===== config.mk =====
export PLATFORM = sky130hd
export DESIGN_NAME = imem_loader_flat
export DESIGN_NICKNAME = d
export VERILOG_FILES = /design/src/rtl/imem_loader_if.sv /design/src/rtl/imem_loader.sv /design/src/flat_wrapper.sv
export SDC_FILE = /design/constraint.sdc
export NUM_CORES = 1
export LEC_CHECK = 0
export BUFFER_PORTS_ARGS = -buffer_cell sky130_fd_sc_hd__buf_2
export CAP_MARGIN = 20
export CELL_PAD_IN_SITES_DETAIL_PLACEMENT = 1
export CELL_PAD_IN_SITES_GLOBAL_PLACEMENT = 1
export CORE_UTILIZATION = 25
export DETAILED_ROUTE_END_ITERATION = 7
export HOLD_SLACK_MARGIN = 0.1
export PLACE_DENSITY = 0.51
export SYNTH_ARGS = -nofsm -noshare
export SYNTH_HDL_FRONTEND = slang
export SYNTH_SLANG_ARGS = --single-unit

===== constraint.sdc =====
create_clock -name clk -period 2.54 [get_ports clk]
set_input_delay 0.254 -clock clk [delete_from_list [all_inputs] [get_ports clk]]
set_output_delay 0.254 -clock clk [all_outputs]
set_load 0.005 [all_outputs]

===== src/rtl/imem_loader_if.sv =====
// Byte-stream input and instruction-RAM write port of the imem_loader.
// The loader takes the slave modport; the stream source / RAM side takes master.
interface imem_loader_if #(
  parameter int AW = 6
);
  logic          in_valid;
  logic [7:0]    in_data;
  logic          in_ready;
  logic          mem_we;
  logic [AW-1:0] mem_addr;
  logic [31:0]   mem_wdata;

  modport slave (
    input  in_valid, in_data,
    output in_ready, mem_we, mem_addr, mem_wdata
  );

  modport master (
    output in_valid, in_data,
    input  in_ready, mem_we, mem_addr, mem_wdata
  );
endinterface


===== src/rtl/imem_loader.sv =====
// Framed byte-stream loader for the CPU instruction RAM; holds the CPU in reset until a load completes.
// Optional trailing checksum byte is compiled in with `define IMEM_LOADER_CSUM_EN.
module imem_loader #(
  parameter int DEPTH = 64,
  parameter int AW    = $clog2(DEPTH)
) (
  input  logic           clk,
  input  logic           rst,
  input  logic           start,
  imem_loader_if.slave   bus,
  output logic           cpu_rst,
  output logic           busy,
  output logic           done,
  output logic           err
);

  typedef enum logic [2:0] {
    S_IDLE,
    S_HDR,
    S_DATA,
    S_WRITE,
    S_DONE
`ifdef IMEM_LOADER_CSUM_EN
    , S_CSUM,
    S_ERR
`endif
  } state_e;

  // Header value 0 stands for a full RAM image.
  localparam logic [AW-1:0] LAST_FULL = AW'(DEPTH - 1);

  state_e        state_q;
  logic [AW-1:0] addr_q;
  logic [AW-1:0] last_q;
  logic [1:0]    byte_idx_q;
  logic [31:0]   wdata_q;
`ifdef IMEM_LOADER_CSUM_EN
  logic [7:0]    sum_q;
`endif

  // Every output is a decode of the state register or a plain register, so
  // in_valid/in_data never reach an output combinationally.
  assign bus.in_ready  = (state_q == S_HDR) || (state_q == S_DATA)
`ifdef IMEM_LOADER_CSUM_EN
                         || (state_q == S_CSUM)
`endif
                         ;
  assign bus.mem_we    = (state_q == S_WRITE);
  assign bus.mem_addr  = addr_q;
  assign bus.mem_wdata = wdata_q;
  assign busy          = (state_q == S_HDR) || (state_q == S_DATA) || (state_q == S_WRITE)
`ifdef IMEM_LOADER_CSUM_EN
                         || (state_q == S_CSUM)
`endif
                         ;
  assign done          = (state_q == S_DONE);
  assign cpu_rst       = (state_q != S_DONE);
`ifdef IMEM_LOADER_CSUM_EN
  assign err           = (state_q == S_ERR);
`else
  assign err           = 1'b0;
`endif

  // NOTE: sequential state uses non-blocking assignments only, so every
  // register in this block sees the values from before the clock edge.
  always_ff @(posedge clk) begin
    if (rst) begin
      state_q    <= S_IDLE;
      addr_q     <= '0;
      last_q     <= '0;
      byte_idx_q <= '0;
      wdata_q    <= '0;
`ifdef IMEM_LOADER_CSUM_EN
      sum_q      <= '0;
`endif
    end else begin
      case (state_q)
        S_IDLE: begin
          if (start) state_q <= S_HDR;
        end

        S_HDR: begin
`ifdef IMEM_LOADER_CSUM_EN
          sum_q <= '0;
`endif
          if (bus.in_valid) begin
            last_q     <= (bus.in_data[AW-1:0] == '0) ? LAST_FULL
                                                      : bus.in_data[AW-1:0] - AW'(1);
            addr_q     <= '0;
            byte_idx_q <= '0;
            state_q    <= S_DATA;
          end
        end

        S_DATA: begin
          if (bus.in_valid) begin
            wdata_q[{byte_idx_q, 3'b000} +: 8] <= bus.in_data;
            byte_idx_q <= byte_idx_q + 2'd1;
`ifdef IMEM_LOADER_CSUM_EN
            sum_q      <= sum_q + bus.in_data;
`endif
            if (byte_idx_q == 2'd3) state_q <= S_WRITE;
          end
        end

        S_WRITE: begin
          // Wraps to 0 after a full image; no extra write follows.
          addr_q <= addr_q + AW'(1);
          if (addr_q == last_q) begin
`ifdef IMEM_LOADER_CSUM_EN
            state_q <= S_CSUM;
`else
            state_q <= S_DONE;
`endif
          end else begin
            state_q <= S_DATA;
          end
        end

`ifdef IMEM_LOADER_CSUM_EN
        S_CSUM: begin
          if (bus.in_valid) state_q <= (bus.in_data == sum_q) ? S_DONE : S_ERR;
        end

        S_ERR: begin
          if (start) state_q <= S_HDR;
        end
`endif

        S_DONE: begin
          if (start) state_q <= S_HDR;
        end

        default: state_q <= S_IDLE;
      endcase
    end
  end

endmodule


===== src/flat_wrapper.sv =====
// flat-port wrapper written by rule: the top's interface ports become plain ports
module imem_loader_flat 
#(
  parameter int DEPTH = 64,
  parameter int AW    = $clog2(DEPTH)
)
  (clk, rst, start, cpu_rst, busy, done, err, bus_in_valid, bus_in_data, bus_in_ready, bus_mem_we, bus_mem_addr, bus_mem_wdata);
  imem_loader_if #(.AW(AW)) bus_i ();
  input  logic clk;
  input  logic rst;
  input  logic start;
  output logic cpu_rst;
  output logic busy;
  output logic done;
  output logic err;
  input wire logic [$bits(bus_i.in_valid)-1:0] bus_in_valid;
  input wire logic [$bits(bus_i.in_data)-1:0] bus_in_data;
  output wire logic [$bits(bus_i.in_ready)-1:0] bus_in_ready;
  output wire logic [$bits(bus_i.mem_we)-1:0] bus_mem_we;
  output wire logic [$bits(bus_i.mem_addr)-1:0] bus_mem_addr;
  output wire logic [$bits(bus_i.mem_wdata)-1:0] bus_mem_wdata;
  assign bus_i.in_valid = bus_in_valid;
  assign bus_i.in_data = bus_in_data;
  assign bus_in_ready = bus_i.in_ready;
  assign bus_mem_we = bus_i.mem_we;
  assign bus_mem_addr = bus_i.mem_addr;
  assign bus_mem_wdata = bus_i.mem_wdata;
  imem_loader #(.DEPTH(DEPTH), .AW(AW)) u_core (.clk(clk), .rst(rst), .start(start), .bus(bus_i), .cpu_rst(cpu_rst), .busy(busy), .done(done), .err(err));
endmodule

==> flow_summary.yaml <==
drt:
  dr_wl_met2_um: 3290
  drc: 0
  wl_met3_um: 178
  drtIter0Drc: 69
  highest_layer: "met4"
  dr.pass1.iters: 4
  num_vias: 2148
  wl_um: 6840
  met1_length_um: 3310
  wl_per_cell_um: 16.0
  detail-route-antenna-nets: 0
  via_per_inst: 5.02
timing:
  period_share: 0.800
  relSlewSlack: 0.553
  setup_tns_ns: 0
  clock.fmax_ghz: 0.492
  hold-worst-slack_ns: 0.182
  finalMaxSlewViolations: 0
  hold_viol_final: 0
  clock_skew_ns: 0.00876
  rsz0062_at_grt: "no"
  worst_slew_pin_slew_ns: 0.670
  post-route-min-period_ns: 2.03
  setup_viol: 0
grt:
  grtUsageTotal: 0.146
  antenna_found_initial: 0
  overflow: 0
  grt_pass1_wl_um: 11100
  grt_max_degree: 34
  grt_pass1_vias: 2087
floorplan:
  core-area_mm2: 0.00889
  io_pins: 56
  die_x_um: 98.6
  dieHeight_um: 98.6
  initial_core_util: 0.262
  die_area_mm2: 0.00971
  rows: 34
setup_path:
  worstPathRequired_ns: 2.79
  crit_cells: 5
  critPathKind: "register to register"
  crit_path_start_kind: "register"
  cp_max_fo: 9
  cp.arrival_ns: 2.28
  cp_top_family: "simple AND/OR/NAND/NOR gates"
  cp_slowest_cell: "dfxtp_1"
  cpPeakStageDelay_ns: 0.52
  timing.critical_path.buf_inv: 1
  path_cells: "inv_1 -> ha_1 -> nor3_2 -> nand4_1 -> a21oi_1"
  worst_r2r_path_depth: 5
  endpoint_kind: "register"
power:
  p_sw_uw: 398
  ir_drop_uv: 255
  sw_frac_of_total: 0.245
  p_leak_nw: 1.14
  power_density_mw_per_mm2: 584
  pwr-share-clk: 0.417
  combPwrFrac: 0.093
  internal_power_mw: 1.23
  seqPwrFrac: 0.490
  p_total_mw: 1.62
synthesis:
  synth_top_flop_cell: "dfxtp_1"
  async_reset_ff_frac: 0
  synth_nets: 296
  ys_seq_area_frac: 0.421
  ys_ff_latch: 49
  syn_inst: 275
  synth.distinct_cells: 38
  mappedNetlistArea_mm2: 0.00233
  synth_edf_count: 0
  synth_warnings: 0
  syn_avg_cell_area_um2: 8.48
worst_hold_path:
  hold_depth: 3
  hold_path_class: "input port to register"
clock_tree:
  ctsHoldBuffers: 0
  cts_buffers: 5
  h-tree-depth: 2
  cts_sinks: 49
  clock_latency_ns: 0.31
  post_cts_buffers: 0
  clockBufferDepth: 2
  cts_tree: "yes"
  path_clk_slew_ns: 0.10
  post_cts_resized: 0
  root_buffer: "clkbuf_8"
placement:
  io_buffers: 54
  gp_congestion: 0.693
  hpwl_um: 4800
layout:
  areaGrowthSynthToFinish_pct: 19.3
  n_antenna_cell: 0
  layout.nets: 340
  drive_gt1_frac: 0.238
run_status:
  status: "finished clean"
job:
  drv_cap: 0
metal layers:
layer,global-route usage,vias up
met5,0,-
met4,0.0413,0
met3,0.0262,8
met2,0.243,41
met1,0.194,1038
li1,-,1061
synthesized netlist by cell type, types with 2 or more instances:
cell type | number | area [um^2]
ha_1 | 9 | 113
or3_1 | 2 | 12.5
nor2b_1 | 2 | 12.5
inv_1 | 7 | 26.3
xor2_1 | 5 | 43.8
buf_6 | 2 | 22.5
nand2_1 | 41 | 154
a311oi_1 | 5 | 43.8
xnor2_1 | 7 | 61.3
a31oi_1 | 2 | 12.5
nand4_1 | 34 | 213
buf_4 | 6 | 45.0
and4bb_2 | 2 | 25.0
dfxtp_1 | 49 | 981
nand2b_1 | 2 | 12.5
clkbuf_1 | 11 | 41.3
nor2_1 | 21 | 78.8
a21oi_1 | 40 | 200
buf_2 | 2 | 10.0
nor3_1 | 6 | 30.0
nor3b_2 | 3 | 37.5
cell usage in the layout, fill, tap and decap left out, types with 4 or more instances in the layout:
cell | Yosys | routed
xor2_1 | 5 | 5
clkbuf_8 | 0 | 5
nor2_1 | 21 | 21
xnor2_1 | 7 | 7
a21oi_1 | 40 | 40
dfxtp_1 | 49 | 49
nand2_1 | 41 | 41
inv_1 | 7 | 7
nor3_1 | 6 | 6
buf_4 | 6 | 4
nand4_1 | 34 | 34
buf_2 | 2 | 54
a311oi_1 | 5 | 5
ha_1 | 9 | 9
cells by family (layout without fill, tap and decap cells):
kind of cell               after synthesis  in the layout  synth area share
and+or+nand+nor                        121            121             0.287
AOI/OAI and AO/OA                       53             53             0.129
DFF                                     49             49             0.421
buffers and inverters                   29             74            0.0644
xor gates and xnor gates                12             12            0.0451
adders and majority gates                9              9            0.0483
other                                    1              1           0.00161
muxes                                    1              1           0.00429
worst register-to-register path, stage by stage, from the launching register on:
cell     delay [ns]
dfxtp_1        0.52
inv_1          0.20
ha_1           0.41
nor3_2         0.49
nand4_1        0.20
a21oi_1        0.16
area by class of cell:
class                           instances  area [um^2]
Clock buffer                            5         68.8
Clock inverter                          3         65.1
Fill cell                            1087         6110
Inverter                                8         31.3
Multi-Input combinational cell        197         1200
Sequential cell                        49          981
Tap cell                              108          135
Timing Repair Buffer                   58          300
sequential cells by signal, summed over array words and instances, names as in the netlist:
register,count
u_core.state_q,3
u_core.bus.mem_addr,6
u_core.bus.mem_wdata,32
u_core.byte_idx_q,2
u_core.last_q,6
stage by stage:
step,instances,util,instance area (um^2),setup slack [ns]
floorplan,275,-,2330,0.868
global placement,420,0.298,2650,0.593
detailed placement,420,0.298,2650,0.517
CTS,428,0.313,2780,0.495
global route,428,0.313,2780,0.291
finish,428,0.313,2780,0.507
final timing paths:
check                                        startpoint                  endpoint  slack (ns)
worst max-delay path               u_core.byte_idx_q[0]  u_core.bus.mem_wdata[26]        0.51
worst min register to register  u_core.bus.mem_wdata[9]   u_core.bus.mem_wdata[9]        0.46
worst min-delay path                              start         u_core.state_q[0]        0.18
worst max register to register     u_core.byte_idx_q[0]  u_core.bus.mem_wdata[26]        0.51
power groups by stage:
stage,sequential (mW),combinational (mW),clock (mW)
after CTS,0.796,0.155,0.694
after global routing,0.798,0.169,0.724
final,0.795,0.152,0.676
after global placement,0.814,0.152,0
after detailed placement,0.814,0.154,0
after floorplan,0.808,0.106,0
No activity file was read; power rests on OpenSTA's default activity.
